`config.mk`:
```
export PLATFORM = sky130hd
export DESIGN_NAME = sound_fx
export DESIGN_NICKNAME = d
export VERILOG_FILES = /design/src/rtl/sound_fx.sv
export SDC_FILE = /design/constraint.sdc
export NUM_CORES = 1
export LEC_CHECK = 0
export ABC_AREA = 1
export CORE_AREA = 10 10 90 92
export CTS_BUF_LIST = sky130_fd_sc_hd__clkbuf_4 sky130_fd_sc_hd__clkbuf_8 sky130_fd_sc_hd__clkbuf_16
export CTS_CLUSTER_DIAMETER = 40
export DETAILED_ROUTE_END_ITERATION = 6
export DIE_AREA = 0 0 100 102
export GPL_TIMING_DRIVEN = 0
export HOLD_SLACK_MARGIN = 0.05
export PLACE_DENSITY = 0.65
export SLEW_MARGIN = 25
export SYNTH_ARGS = -nofsm -noshare
export SYNTH_HDL_FRONTEND = slang
export SYNTH_SLANG_ARGS = --single-unit
```
`constraint.sdc`:
```
create_clock -name clk -period 6.6 [get_ports clk]
set_input_delay 0.99 -clock clk [delete_from_list [all_inputs] [get_ports clk]]
set_output_delay 0.99 -clock clk [all_outputs]
set_load 0.005 [all_outputs]
```
`src/rtl/sound_fx.sv`:
```
// Event-driven square-wave sound generator: wall / paddle / point tone patterns.
// Optional `SOUND_FX_MUTE_EN adds a `mute` input that gates the speaker output.
module sound_fx #(
  parameter int unsigned PRESCALE   = 10000,
  parameter int unsigned WALL_HALF  = 11364,
  parameter int unsigned HIT_HALF   = 5682,
  parameter int unsigned POINT_HALF = 22727,
  parameter int unsigned WALL_MS    = 20,
  parameter int unsigned HIT_MS     = 40,
  parameter int unsigned POINT_MS   = 120,
  parameter int unsigned GAP_MS     = 60
) (
  input  logic       clk,
  input  logic       reset,
  input  logic       ev_wall,
  input  logic       ev_hit,
  input  logic       ev_point,
`ifdef SOUND_FX_MUTE_EN
  input  logic       mute,
`endif
  output logic       speaker,
  output logic       busy,
  output logic [1:0] sound_id
);

  typedef enum logic [1:0] {IDLE, TONE1, GAP, TONE2} state_t;

  state_t      state, state_nxt;
  logic [2:0]  sync1, sync2, prev, rise;
  logic [13:0] pre_cnt;
  logic [15:0] tone_cnt, half;
  logic [7:0]  ms_cnt, dur;
  logic [1:0]  id, id_nxt, ev_id;
  logic        spk_q, tick, done, accept, tone_wrap, tone_clr;

  // History flops reset high so a level held across reset is not seen as a rise.
  always_ff @(posedge clk) begin
    if (!reset) begin
      sync1 <= '1;
      sync2 <= '1;
      prev  <= '1;
    end else begin
      sync1 <= {ev_point, ev_hit, ev_wall};
      sync2 <= sync1;
      prev  <= sync2;
    end
  end

  assign rise = sync2 & ~prev;

  always_comb begin
    ev_id     = 2'd0;
    dur       = 8'(POINT_MS);
    half      = 16'(WALL_HALF);
    state_nxt = state;
    id_nxt    = id;
    accept    = 1'b0;

    if (rise[2])      ev_id = 2'd3;
    else if (rise[1]) ev_id = 2'd2;
    else if (rise[0]) ev_id = 2'd1;

    case (id)
      2'd3:    half = 16'(POINT_HALF);
      2'd2:    half = 16'(HIT_HALF);
      default: half = 16'(WALL_HALF);
    endcase

    case (state)
      TONE1: begin
        case (id)
          2'd3:    dur = 8'(POINT_MS);
          2'd2:    dur = 8'(HIT_MS);
          default: dur = 8'(WALL_MS);
        endcase
      end
      GAP:     dur = 8'(GAP_MS);
      default: dur = 8'(POINT_MS);
    endcase

    tick      = (pre_cnt == 14'(PRESCALE - 1));
    done      = (state != IDLE) && tick && (ms_cnt + 8'd1 == dur);
    tone_wrap = (tone_cnt == half - 16'd1);

    if (done) begin
      case (state)
        TONE1:   state_nxt = (id == 2'd3) ? GAP : IDLE;
        GAP:     state_nxt = TONE2;
        TONE2:   state_nxt = IDLE;
        default: state_nxt = IDLE;
      endcase
    end
    if (state_nxt == IDLE) id_nxt = 2'd0;

    // Comparing against the post-transition id lets an event on the exit edge win.
    if (ev_id > id_nxt) begin
      accept    = 1'b1;
      state_nxt = TONE1;
      id_nxt    = ev_id;
    end

    tone_clr = accept || (state_nxt != state) || (state_nxt == IDLE) || (state_nxt == GAP);
  end

  always_ff @(posedge clk) begin
    if (!reset) begin
      state    <= IDLE;
      id       <= '0;
      pre_cnt  <= '0;
      ms_cnt   <= '0;
      tone_cnt <= '0;
      spk_q    <= 1'b0;
    end else begin
      state <= state_nxt;
      id    <= id_nxt;

      if (accept || state_nxt == IDLE) pre_cnt <= '0;
      else if (tick)                   pre_cnt <= '0;
      else                             pre_cnt <= pre_cnt + 14'd1;

      if (accept || state_nxt != state) ms_cnt <= '0;
      else if (tick)                    ms_cnt <= ms_cnt + 8'd1;

      if (tone_clr) begin
        tone_cnt <= '0;
        spk_q    <= 1'b0;
      end else if (tone_wrap) begin
        tone_cnt <= '0;
        spk_q    <= ~spk_q;
      end else begin
        tone_cnt <= tone_cnt + 16'd1;
      end
    end
  end

  assign busy     = (state != IDLE);
  assign sound_id = id;

`ifdef SOUND_FX_MUTE_EN
  assign speaker = spk_q & ~mute;
`else
  assign speaker = spk_q;
`endif

endmodule

```
==> impl_metrics.toml <==
[clocking]
cts_max_level = 2
cts_root_buf = "clkbuf_8"
cts_tree = "yes"
cts_buffer_depth = 2
cts_sinks = 52
cts_setup_buffers = 0
clk_pin_slew_ps = 100
hold_buffers = 0
clock_latency_ps = 300
ctsResizeCount = 0
numCtsBuffers = 5

[grt]
grt_pass1_vias = 2011
grt.overflow.total = 0
track_usage_pct = 10.1
antenna_found_initial = 0
grt_max_degree = 18
grt_pass1_wl_um = 8710

[sta]
setup_viol = 0
fin_crit_sh_pct = 58.1
fin_setup_tns_ps = 0
fin_hold_ws_ps = 421
fin_skew_ps = 8.23
hold_viol = 0
worst_pin_slew_ps = 470
clock.fmax_mhz = 261
min_period_ps = 3830
rsz0062_at_grt = "false"
finalMaxSlewViolations = 0
maxSlewHeadroom_pct = 68.4

[cells_and_area]
syn2layout_area_growth_pct = 10.5
final_layout_size_suffix_gt1_share_pct = 12.0
nNetsFinal = 408
diodes = 0

[job]
drv_cap = 0

[setup_path]
critPathCaptureType = "flop"
required_ps = 6840
worst-setup-path-type = "flop to flop"
cp.arrival_ps = 4070
setup.worst_path.start_class = "flop"
crit_path_max_fanout = 10

[die]
die_w_um = 100
io_pins = 9
core_um2 = 6280
die_y_um = 102
fp-row-count = 29
floorplan.initialDensity_pct = 44.4
die_area_um2 = 10200

[detailed_routing]
dr.pass1.iters = 4
wl_per_cell_um = 10.4
dr_total_vias = 2181
drt_iter0_drc = 64
drc = 0
drt-total-wl_um = 4870
final_antenna_net_count = 0
vias_per_cell = 4.64

[synth]
synthXorXnorAreaFrac_pct = 8.18
synthAdderAreaFrac_pct = 4.94
synth_edf_count = 0
synthMuxAreaShare_pct = 0
ys.flop_type = "dfxtp_1"
synth.most_common_cell = "nand2_1"
synth-compound-area-share_pct = 4.13
synth_area_per_cell_um2 = 7.39
syn_area_um2 = 2790
synth_top_family_by_area = "simple AND/OR/NAND/NOR gates"
synth_area_leaders = "dfxtp_1 (37%), nand2_1 (8.6%), inv_1 (8.4%)"
synth_fp_nets = 393
synth_top_area_share_pct = 37.4
async_flop_share_pct = 0
synth_warnings = 0
ys_seq_area_share_pct = 37.4
synthSimpleGateAreaFrac_pct = 36.2
syn_inst = 377
synth_seq_cells = 52
yosys-top-cells-count = "nand2_1 (64), inv_1 (62), nor2_1 (57), dfxtp_1 (52), nand3_1 (27)"
yosysUniqueCellTypes = 30
yosysTopAreaCell = "dfxtp_1"

[placed_design]
port_buffers = 8
place.gp.congestion = 0.810
dp_hpwl_um = 3800

[pwr]
ir_worst_vdd_uv = 122
leakage_nw = 1.17
powerDensity_nw_per_um2 = 192

[run_status]
status = "complete, no violations"

[worst_hold_path]
hp-class = "flop to flop"
==> power by group <==
group / internal [mW] / switching [mW] / total (mW) / leakage (nW)
sequential: 0.318 / 0.00365 / 0.321 / 0.421
combinational: 0.0197 / 0.0294 / 0.0491 / 0.690
clock: 0.114 / 0.106 / 0.220 / 0.0548
total: 0.452 / 0.139 / 0.591 / 1.17
==> metrics by stage <==
stage | cells | util [%] | worst slack, ps | power, mW | area (um^2)
6_report | 470 | 49.0 | 2770 | 0.591 | 3080
5_1_grt | 470 | 49.0 | 2340 | 0.623 | 3080
4_1_cts | 470 | 49.0 | 2710 | 0.603 | 3080
3_5_place_dp | 462 | 47.2 | 2750 | 0.379 | 2960
3_3_place_gp | 462 | 47.2 | 2880 | 0.378 | 2960
2_1_floorplan | 377 | - | 3340 | 0.364 | 2790
==> state kept, by name, summed over array words and instances (netlist names) <==
| register | flops |
|---|---|
| ms_cnt | 8 |
| sound_id | 2 |
| sync1 | 3 |
| prev | 3 |
| sync2 | 3 |
| state | 2 |
| tone_cnt | 16 |
| pre_cnt | 14 |
| speaker | 1 |
==> cells in the final DEF, fill, tap and decap left out, drive strengths merged <==
cell           synthesis  layout
o21a                   1       1
nand3b                 3       3
clkbuf                 0       5
o2111ai                1       1
nand4                  9       9
a31oi                  1       1
clkdlybuf4s50          0       8
nand2                 67      67
and2                   1       1
clkinvlp               0       1
xnor2                  6       6
nor4                   2       2
bufinv                 0       1
xor2                  20      20
buf                    2       2
a41oi                  1       1
nand3                 34      34
nor2                  71      71
ha                    11      11
or2                    7       7
inv                   62      63
a21oi                 10      10
dfxtp                 52      52
o21ai                  6       6
nor3                  10      10
==> per-layer routing <==
metal	up-vias	GRT usage (%)	part of all wire, %
met1	962	12.7	51
met2	12	16.9	46
met5	-	0	0
met4	0	2.28	0.64
li1	1205	-	-
met3	2	2.63	1.6
==> worst max-delay path, stage by stage (launching register included) <==
cell     delay, ps
dfxtp_1        470
inv_1          140
ha_1           380
nand3_1        160
inv_1           80
nand3_1         70
nand2_1         80
nor2_2         120
nand3_2        120
nor2_4         150
nand2_2         80
and2_4         160
nand2_2         90
nand2_1         90
ha_1           300
nor2_1         100
o21a_1         190
inv_1          150
nand4_1        120
inv_1           50
nor2_2         150
nand4_2        210
buf_6          220
nor2_1          80
==> area by class of cell <==
type / count / area, um^2
Inverter: 62 / 233
Sequential cell: 52 / 1040
Buffer: 2 / 22.5
Clock buffer: 5 / 68.8
Timing Repair Buffer: 8 / 80.1
Tap cell: 77 / 96.3
Fill cell: 624 / 3200
Clock inverter: 3 / 46.3
Multi-Input combinational cell: 261 / 1490
==> logic make-up (layout without fill, tap and decap cells) <==
| family | Yosys count | after routing |
|---|---|---|
| compound gates | 20 | 20 |
| buf+inv | 64 | 80 |
| fa+ha+maj | 11 | 11 |
| simple gates | 204 | 204 |
| xor+xnor | 26 | 26 |
| flops | 52 | 52 |
==> final timing paths <==
path                       start                      to  slack (ps)  cells after the start
max          state[0]$_SDFF_PN0_  tone_cnt[9]$_SDFF_PP0_        2770                     23
min          sync1[1]$_SDFF_PN1_     sync2[1]$_SDFF_PN1_         420                      1
max reg2reg  state[0]$_SDFF_PN0_  tone_cnt[9]$_SDFF_PP0_        2770                     23
min reg2reg  sync1[1]$_SDFF_PN1_     sync2[1]$_SDFF_PN1_         420                      1
Power figures use the tool's default switching activity.
